==> config.mk <==
export PLATFORM = sky130hd
export DESIGN_NAME = vram_term
export DESIGN_NICKNAME = d
export VERILOG_FILES = /design/src/rtl/vram_term.sv
export SDC_FILE = /design/constraint.sdc
export NUM_CORES = 1
export LEC_CHECK = 0
export BUFFER_PORTS_ARGS = -buffer_cell sky130_fd_sc_hd__buf_2
export CAP_MARGIN = 25
export CORE_ASPECT_RATIO = 1.2
export CORE_MARGIN = 2
export CORE_UTILIZATION = 64
export DETAILED_ROUTE_END_ITERATION = 6
export PLACE_DENSITY_LB_ADDON = 0.3
export SYNTH_ARGS = -nofsm -noshare
export SYNTH_HDL_FRONTEND = slang
export SYNTH_SLANG_ARGS = --single-unit
==> constraint.sdc <==
create_clock -name clk -period 4.2 [get_ports clk]
set_input_delay 0.84 -clock clk [delete_from_list [all_inputs] [get_ports clk]]
set_output_delay 0.84 -clock clk [all_outputs]
set_load 0.1 [all_outputs]
==> src/rtl/vram_term.sv <==
// Terminal write engine: turns ASCII characters into 6-bit VRAM writes,
// tracking a 40x24 cursor with wrap, carriage return and row-rotation scrolling.
module vram_term #(
    parameter int unsigned COLS  = 40,
    parameter int unsigned ROWS  = 24,
    parameter logic [5:0]  BLANK = 6'h20
) (
    input  logic        clk,
    input  logic        rst,
    input  logic [6:0]  char_in,
    input  logic        char_valid,
    output logic        char_ready,
    input  logic        clr_screen,
    output logic [10:0] vram_waddr,
    output logic [5:0]  vram_din,
    output logic        vram_wen,
    output logic [5:0]  cursor_col,
    output logic [4:0]  cursor_row,
    output logic [4:0]  top_row
);

    localparam int unsigned CELLS = ROWS * COLS;

    typedef enum logic [1:0] {CLR_ALL, IDLE, CLR_LINE} state_t;

    state_t     state;
    logic [9:0] clr_addr;
    logic [5:0] clr_col;

    logic       is_cr;
    logic       is_print;
    logic [5:0] char_code;
    logic [4:0] bottom_row;

    // Linear cell address; row*40 built from shifts to avoid a multiplier.
    function automatic logic [10:0] addr_of(input logic [4:0] row, input logic [5:0] col);
        return ({6'd0, row} << 5) + ({6'd0, row} << 3) + {5'd0, col};
    endfunction

    function automatic logic [4:0] row_inc(input logic [4:0] row);
        return (row == 5'(ROWS - 1)) ? 5'd0 : row + 5'd1;
    endfunction

    assign char_ready = (state == IDLE) && !clr_screen;
    assign is_cr      = (char_in == 7'h0D);
    assign is_print   = |char_in[6:5];
    // Lowercase 0x60..0x7F folds onto 0x40..0x5F.
    assign char_code  = char_in[5:0] - ((char_in[6] & char_in[5]) ? 6'h20 : 6'h00);
    assign bottom_row = (top_row == 5'd0) ? 5'(ROWS - 1) : top_row - 5'd1;

    always_ff @(posedge clk) begin
        if (rst) begin
            state      <= CLR_ALL;
            clr_addr   <= '0;
            clr_col    <= '0;
            vram_wen   <= 1'b0;
            vram_waddr <= '0;
            vram_din   <= '0;
            cursor_col <= '0;
            cursor_row <= '0;
            top_row    <= '0;
        end else begin
            vram_wen <= 1'b0;
            case (state)
                CLR_ALL: begin
                    // One idle cycle after the last write keeps char_ready low until it lands.
                    if (clr_addr == 10'(CELLS)) begin
                        state <= IDLE;
                    end else begin
                        vram_wen   <= 1'b1;
                        vram_waddr <= 11'(clr_addr);
                        vram_din   <= BLANK;
                        clr_addr   <= clr_addr + 10'd1;
                    end
                end

                IDLE: begin
                    if (clr_screen) begin
                        state      <= CLR_ALL;
                        clr_addr   <= '0;
                        cursor_col <= '0;
                        cursor_row <= '0;
                        top_row    <= '0;
                    end else if (char_valid) begin
                        if (is_print) begin
                            vram_wen   <= 1'b1;
                            vram_waddr <= addr_of(cursor_row, cursor_col);
                            vram_din   <= char_code;
                        end
                        if (is_print && cursor_col != 6'(COLS - 1)) begin
                            cursor_col <= cursor_col + 6'd1;
                        end else if (is_print || is_cr) begin
                            cursor_col <= '0;
                            if (cursor_row != bottom_row) begin
                                cursor_row <= row_inc(cursor_row);
                            end else begin
                                // Scroll: reuse the oldest row as the new bottom line.
                                cursor_row <= top_row;
                                state      <= CLR_LINE;
                                if (is_cr) begin
                                    vram_wen   <= 1'b1;
                                    vram_waddr <= addr_of(top_row, 6'd0);
                                    vram_din   <= BLANK;
                                    clr_col    <= 6'd1;
                                end else begin
                                    clr_col    <= 6'd0;
                                end
                            end
                        end
                    end
                end

                CLR_LINE: begin
                    if (clr_col == 6'(COLS)) begin
                        state   <= IDLE;
                        top_row <= row_inc(top_row);
                    end else begin
                        vram_wen   <= 1'b1;
                        vram_waddr <= addr_of(cursor_row, clr_col);
                        vram_din   <= BLANK;
                        clr_col    <= clr_col + 6'd1;
                    end
                end

                default: state <= CLR_ALL;
            endcase
        end
    end

endmodule

==> results.py, run 1 <==
metrics = {
    "timing": {
        "worstMarginPinSlew_ns": 0.811,
        "maxSlewHeadroom": 0.459,
        "fmax_ghz": 0.311,
        "min_period_ns": 3.21,
        "whs_ns": 0.445,
        "rsz0062_at_grt": "no",
        "hold_violations": 0,
        "fin_skew_ns": 0.00787,
        "fin_crit_sh": 0.764,
        "finalSetupViolCount": 0,
        "finalSetupTns_ns": 0,
        "final_max_slew_viol_count": 0,
    },
    "clock_network": {
        "cts_buffer_depth": 2,
        "cts_resized": 0,
        "cts_tree": "yes",
        "cts_root_buffer": "clkbuf_8",
        "clock_latency_ns": 0.31,
        "h-tree-depth": 2,
        "numCtsBuffers": 5,
        "postCtsSetupRepairBufs": 0,
        "cts_hold_buf": 0,
        "cts.reportedPaths.clkPinSlew_ns": 0.09,
        "cts.sinks": 52,
    },
    "global_routing": {
        "antenna_found_initial": 0,
        "grt_start_max_net_pins": 29,
        "grt-ovfl-total": 0,
        "grtUsageTotal": 0.335,
        "grt_pass1_wl_mm": 17.3,
        "grt_pass1_vias": 3647,
    },
    "finish": {
        "fin_nets": 557,
        "drive_gt1_frac": 0.129,
        "multi_input_area_um2": 2700,
        "area_growth_pct": 9.27,
        "final_cell_mix": "dfxtp_1 (52), nor2_1 (48), buf_2 (45)",
        "antenna_cells": 0,
        "utilization": 0.714,
        "regArea_um2": 1040,
        "final_common_cell": "dfxtp_1",
        "n_fill_cell": 523,
    },
    "min_path": {
        "min_from": "vram_din[5]$_SDFFE_PP0P_",
        "holdPathStages": 2,
        "min_path_type": "register to register",
        "min_to": "vram_din[5]$_SDFFE_PP0P_",
    },
    "setup_path": {
        "crit_type": "register to output pin",
        "worstPathArrival_ns": 2.37,
        "crit_required_ns": 3.36,
        "reg2regPathDepth": 8,
        "r2r_start": "top_row[0]$_SDFFE_PP0P_",
        "crit_path_max_fanout": 17,
        "rr_endpoint": "vram_din[1]$_SDFFE_PP0P_",
        "cp-start-kind": "register",
        "cp-end-kind": "output pin",
        "rrSetupSlack_ns": 1.29,
    },
    "pwr": {
        "power_frac_comb": 0.482,
        "p_per_area_nw_per_um2": 436,
        "ir_worst_vdd_uv": 407,
        "seqPwrFrac": 0.331,
        "p_sw_uw": 905,
        "swShare": 0.487,
        "internal-power_uw": 954,
        "leakage_nw": 1.77,
        "pwr-share-clk": 0.187,
        "power_mw": 1.86,
    },
    "synth": {
        "synth_cell_types": 69,
        "synth_area_um2": 3900,
        "ys.flop_type": "dfxtp_1",
        "synth_edf_count": 0,
        "synth_cells": 484,
        "yosysSeqAreaShare": 0.267,
        "avgSynthCellArea_um2": 8.06,
        "ys.warnings.count": 0,
        "async_reset_ff_frac": 0,
        "syn_nets": 524,
        "ys_ff_latch": 52,
    },
    "die": {
        "num_io_pins": 46,
        "fp.coreArea_um2": 5970,
        "rows": 31,
        "die_w_um": 75.3,
        "fp.dieArea_um2": 6740,
        "fp.dieH_um": 89.5,
        "initial_core_util": 0.653,
    },
    "route": {
        "drt_iter0_drc": 322,
        "drc": 0,
        "vias": 3960,
        "drtAntennaViolNets": 0,
        "vias_per_cell": 6.60,
        "firstDrtPassIters": 5,
        "postRouteWirelength_mm": 11.1,
        "wl_per_cell_um": 18.5,
    },
    "status": {
        "status": "complete, no violations",
    },
    "placed_design": {
        "hpwlAfterDp_mm": 8.08,
        "gp_congestion": 0.953,
        "io_buffers": 45,
    },
    "job": {
        "max_cap_violations": 0,
    },
}
==> how the worst max path moves through the flow <==
stage | start | to | slack (ns) | depth (start not counted)
final | state[1]$_SDFFE_PP0P_ | char_ready | 0.99 | 5
after global routing | state[1]$_SDFFE_PP0P_ | char_ready | 0.90 | 5
after CTS | state[1]$_SDFFE_PP0P_ | char_ready | 1.03 | 5
after detailed placement | char_in[5] | vram_waddr[6]$_SDFFE_PP0P_ | 1.23 | 7
after global placement | char_in[5] | vram_waddr[6]$_SDFFE_PP0P_ | 1.32 | 7
after floorplan | top_row[0]$_SDFFE_PP0P_ | vram_waddr[6]$_SDFFE_PP0P_ | 1.13 | 9
==> kinds of logic (layout without fill, tap and decap cells) <==
kind of cell / count (synthesis) / count (layout) / synth area share
muxes: 9 / 9 / 0.0231
DFF: 52 / 52 / 0.267
adders and majority gates: 29 / 29 / 0.101
xor gates and xnor gates: 31 / 31 / 0.0754
and+or+nand+nor: 184 / 184 / 0.238
buffers and inverters: 40 / 74 / 0.0420
AOI/OAI and AO/OA: 139 / 139 / 0.254
==> per-layer routing <==
metal,share of wire,up-vias,global-route usage
met5,0,-,0
met4,0.043,0,0.161
met3,0.069,50,0.0406
met2,0.50,211,0.579
met1,0.39,1852,0.409
li1,-,1847,-
==> critical path: stages (launching register included) <==
cell	delay (ns)
dfxtp_1	0.36
inv_1	0.11
ha_1	0.70
nand2b_1	0.29
inv_1	0.16
buf_2	0.44
==> final cells by class <==
| class | count | share of cell area |
|---|---|---|
| clock inverter | 2 | 0.00822 |
| sequential | 52 | 0.244 |
| multi-input combinational | 392 | 0.633 |
| inverter | 18 | 0.0158 |
| clock buffer | 6 | 0.0170 |
| timing repair buffer | 48 | 0.0581 |
| tap | 82 | 0.0241 |
==> power groups by stage <==
stage / combinational, mW / clock [mW] / sequential, mW
2_1_floorplan: 0.455 / 0 / 0.872
3_3_place_gp: 0.861 / 0 / 0.620
3_5_place_dp: 0.878 / 0 / 0.623
4_1_cts: 0.882 / 0.353 / 0.612
5_1_grt: 0.962 / 0.371 / 0.620
6_report: 0.896 / 0.348 / 0.615
==> flip-flops by register name (all words and copies together), names as in the netlist <==
register,flops
state,2
clr_addr,10
vram_din,6
vram_waddr,11
cursor_col,6
clr_col,6
top_row,5
vram_wen,1
cursor_row,5
==> synthesized netlist by cell type, types with 2 or more instances <==
cell,number,area share
dfxtp_1,52,0.27
nor2_1,48,0.046
nand2_1,43,0.041
a21oi_1,37,0.047
ha_1,25,0.080
o21ai_0,25,0.032
nand3_1,19,0.024
clkbuf_1,18,0.017
inv_1,17,0.016
xnor2_1,16,0.036
nor3_1,13,0.017
xor2_1,13,0.029
nand4_1,10,0.016
and3_1,9,0.014
mux2i_1,9,0.023
a21o_1,8,0.015
nand2b_1,8,0.013
o22ai_1,7,0.011
or3_1,6,0.0096
a211oi_1,5,0.0096
a32o_1,5,0.013
and2_1,5,0.0080
o31a_1,5,0.011
a221oi_1,4,0.0090
a31oi_1,4,0.0064
fa_1,4,0.021
nor2b_1,4,0.0064
nor4bb_1,4,0.010
o211a_1,4,0.010
o31ai_1,4,0.0077
a211o_1,3,0.0067
a21boi_0,3,0.0058
a31o_2,3,0.0067
a41oi_1,3,0.0067
buf_2,2,0.0026
nand4b_1,2,0.0045
nor4_1,2,0.0032
o211ai_1,2,0.0038
o32ai_1,2,0.0045
or4_1,2,0.0038
==> per-stage QoR <==
stage	setup slack (ns)	cells	instance area, µm²
6_report	0.989	600	4260
5_1_grt	0.904	600	4260
2_1_floorplan	1.13	484	3900
3_3_place_gp	1.32	592	4160
4_1_cts	1.03	600	4260
3_5_place_dp	1.23	592	4160
(Power assumes the default switching activity.)
==> inputs of run 2 (changes only) <==
Settings changed: ABC_AREA set to 1, CORE_UTILIZATION 64 to 60.
Clock period 4.2 ns to 3.1 ns, I/O delays scaled along.
==> run 2 against run 1 <==
Clock power increased by 19%. Cell area up 4.5%. Utilization down 5.1 points. Register-to-register slack got worse by 0.78 ns. Final cell count increased by 23%. Sequential cell count unchanged. Non-clock buffer count is 3 higher. Power grew 110%. Die area up 12%. Routed wire length rose by 0.63%. Setup slack lost 0.48 ns.
==> results.py, run 2 <==
metrics = {
    "status": {
        "status": "complete, no violations",
    },
    "finish": {
        "regMostFlops": "vram_waddr",
        "drive_gt1_frac": 0.142,
        "antenna_cells": 0,
        "largest_reg_flops": 11,
        "final_common_cell": "nand2_1",
        "fin_nets": 689,
        "area_growth_pct": 8.37,
        "final_cell_area_um2": 4460,
        "largestRegisters": "vram_waddr: 11 flops, clr_addr: 10 flops",
        "final_cell_mix": "nand2_1 (140), inv_1 (68), nor2_1 (57)",
    },
    "clock_network": {
        "cts.reportedPaths.clkPinSlew_ns": 0.11,
        "cts_resized": 0,
        "cts_root_buffer": "clkbuf_8",
        "cts_hold_buf": 0,
        "cts.sinks": 52,
        "cts_tree": "yes",
        "numCtsBuffers": 5,
        "clock_latency_ns": 0.31,
        "postCtsSetupRepairBufs": 0,
        "cts_buffer_depth": 2,
        "h-tree-depth": 2,
    },
    "synth": {
        "yosysMostFrequentCell": "nand2_1",
        "synth_cell_types": 49,
        "ys.warnings.count": 0,
        "yosysTopAreaCell": "dfxtp_1",
        "avgSynthCellArea_um2": 6.73,
        "yosysSeqAreaShare": 0.253,
        "synth_xor_area_frac": 0.0298,
        "ys_ff_latch": 52,
        "synth_compound_area_frac": 0.177,
        "syn_nets": 651,
        "ys.flop_type": "dfxtp_1",
        "synthAdderAreaFrac": 0.0955,
        "synth_edf_count": 0,
        "synth_top_family_by_area": "simple AND/OR/NAND/NOR gates",
        "synthTopCellsByArea": "dfxtp_1 (25%), nand2_1 (13%), ha_1 (7.6%)",
        "synth_mux_area_frac": 0.00487,
        "synth_area_um2": 4110,
        "synth_top_area_share": 0.253,
        "synth_cells": 611,
        "synth_common_cells": "nand2_1 (140), inv_1 (68), nor2_1 (57), a21oi_1 (54), dfxtp_1 (52)",
        "async_reset_ff_frac": 0,
        "synthSimpleGateAreaFrac": 0.337,
    },
    "placed_design": {
        "post_dp_cell_area_um2": 4370,
        "io_buffers": 45,
        "gp_congestion": 1.02,
        "hpwlAfterDp_mm": 8.45,
    },
    "route": {
        "drc": 0,
        "wl_per_cell_um": 15.2,
        "firstDrtPassIters": 5,
        "postRouteWirelength_mm": 11.2,
        "vias": 4208,
        "vias_per_cell": 5.71,
        "drt_iter0_drc": 341,
        "drtAntennaViolNets": 0,
    },
    "timing": {
        "worstMarginPinSlew_ns": 0.630,
        "hold_violations": 0,
        "min_period_ns": 2.59,
        "final_max_slew_viol_count": 0,
        "fin_crit_sh": 0.835,
        "finalSetupViolCount": 0,
        "rsz0062_at_grt": "no",
        "fin_skew_ns": 0.00815,
        "fmax_ghz": 0.386,
        "maxSlewHeadroom": 0.580,
        "finalSetupTns_ns": 0,
        "whs_ns": 0.493,
    },
    "die": {
        "fp.coreArea_um2": 6730,
        "rows": 33,
        "initial_core_util": 0.611,
        "die_w_um": 79.6,
        "num_io_pins": 46,
        "fp.dieH_um": 94.7,
        "fp.dieArea_um2": 7540,
    },
    "global_routing": {
        "grt_start_max_net_pins": 23,
        "grt_pass1_wl_mm": 18.0,
        "grtUsageTotal": 0.300,
        "antenna_found_initial": 0,
        "grt-ovfl-total": 0,
        "grt_pass1_vias": 3840,
    },
    "job": {
        "max_cap_violations": 0,
    },
    "setup_path": {
        "crit_path_max_fanout": 9,
        "cp-start-kind": "register",
        "crit_required_ns": 3.34,
        "crit_type": "register to register",
        "worstPathArrival_ns": 2.83,
        "cp-end-kind": "register",
    },
    "min_path": {
        "min_path_type": "register to register",
    },
    "pwr": {
        "seqPwrFrac": 0.246,
        "swShare": 0.591,
        "internal-power_mw": 1.57,
        "p_per_area_nw_per_um2": 864,
        "p_sw_mw": 2.28,
        "power_frac_comb": 0.647,
        "leakage_nw": 2.02,
        "power_mw": 3.85,
        "ir_worst_vdd_uv": 1000,
        "pwr-share-clk": 0.107,
    },
}
run 2: changes by cell type after synthesis, sizes merged, moves of 13 or more:
cell   previous run  this run
a21oi            38        57
inv              17        72
nand2            43       145
nand3            19        45
nor2             49        63
o21ai            26        43
xnor2            17         4
run 2: final cells by class:
class | count | area, µm²
Multi-Input combinational cell | 466 | 2650
Fill cell | 631 | 2270
Sequential cell | 52 | 1040
Timing Repair Buffer | 51 | 285
Inverter | 73 | 279
Tap cell | 87 | 109
Clock buffer | 5 | 68.8
Clock inverter | 3 | 22.5
run 2: per-layer routing:
metal / GRT usage / share of wire / up-vias / wire length (µm)
met4: 0.121 / 0.031 / 0 / 346
met3: 0.0411 / 0.053 / 25 / 598
met2: 0.508 / 0.48 / 154 / 5370
li1: - / - / 2099 / -
met1: 0.381 / 0.43 / 1930 / 4860
met5: 0 / 0 / - / 0
run 2: final timing paths:
check	from	end	slack, ns	cells after the start
max	cursor_row[0]$_SDFFE_PP0P_	vram_waddr[5]$_SDFFE_PP0P_	0.51	13
min reg2reg	vram_waddr[1]$_SDFFE_PP0P_	vram_waddr[1]$_SDFFE_PP0P_	0.49	2
min	vram_waddr[1]$_SDFFE_PP0P_	vram_waddr[1]$_SDFFE_PP0P_	0.49	2
max reg2reg	cursor_row[0]$_SDFFE_PP0P_	vram_waddr[5]$_SDFFE_PP0P_	0.51	13
run 2: power groups by stage:
stage | logic [mW] | registers (mW) | clock network (mW)
finish | 2.49 | 0.946 | 0.413
global route | 2.69 | 0.962 | 0.443
CTS | 2.46 | 0.941 | 0.421
detailed placement | 2.45 | 0.955 | 0
global placement | 2.43 | 0.947 | 0
floorplan | 1.33 | 1.62 | 0
run 2: worst max-delay path, cell delays in order (launching register included):
cell	delay, ns
dfxtp_1	0.58
ha_1	0.37
ha_1	0.35
nand2_1	0.11
inv_1	0.04
o21ai_0	0.24
o21ai_0	0.22
nand2_1	0.10
o21ai_0	0.09
nand2_1	0.08
nand3_1	0.06
nand2_1	0.07
o21ai_0	0.08
a21oi_1	0.13
run 2: kinds of logic (layout without fill, tap and decap cells):
logic type	count (synthesis)	after routing
flip-flops	52	52
AND/OR/NAND/NOR	295	295
AO/OA/AOI/OAI	126	126
buffers and inverters	93	132
adder cells (fa/ha/maj)	29	29
multiplexers	2	2
XOR/XNOR	14	14
run 2: per-stage QoR:
| step | setup slack, ns | cells | utilization |
|---|---|---|---|
| after floorplan | 0.236 | 611 | - |
| after global placement | 0.636 | 729 | 0.649 |
| after detailed placement | 0.569 | 729 | 0.649 |
| after CTS | 0.600 | 737 | 0.662 |
| after global routing | 0.375 | 737 | 0.662 |
| final | 0.512 | 737 | 0.662 |
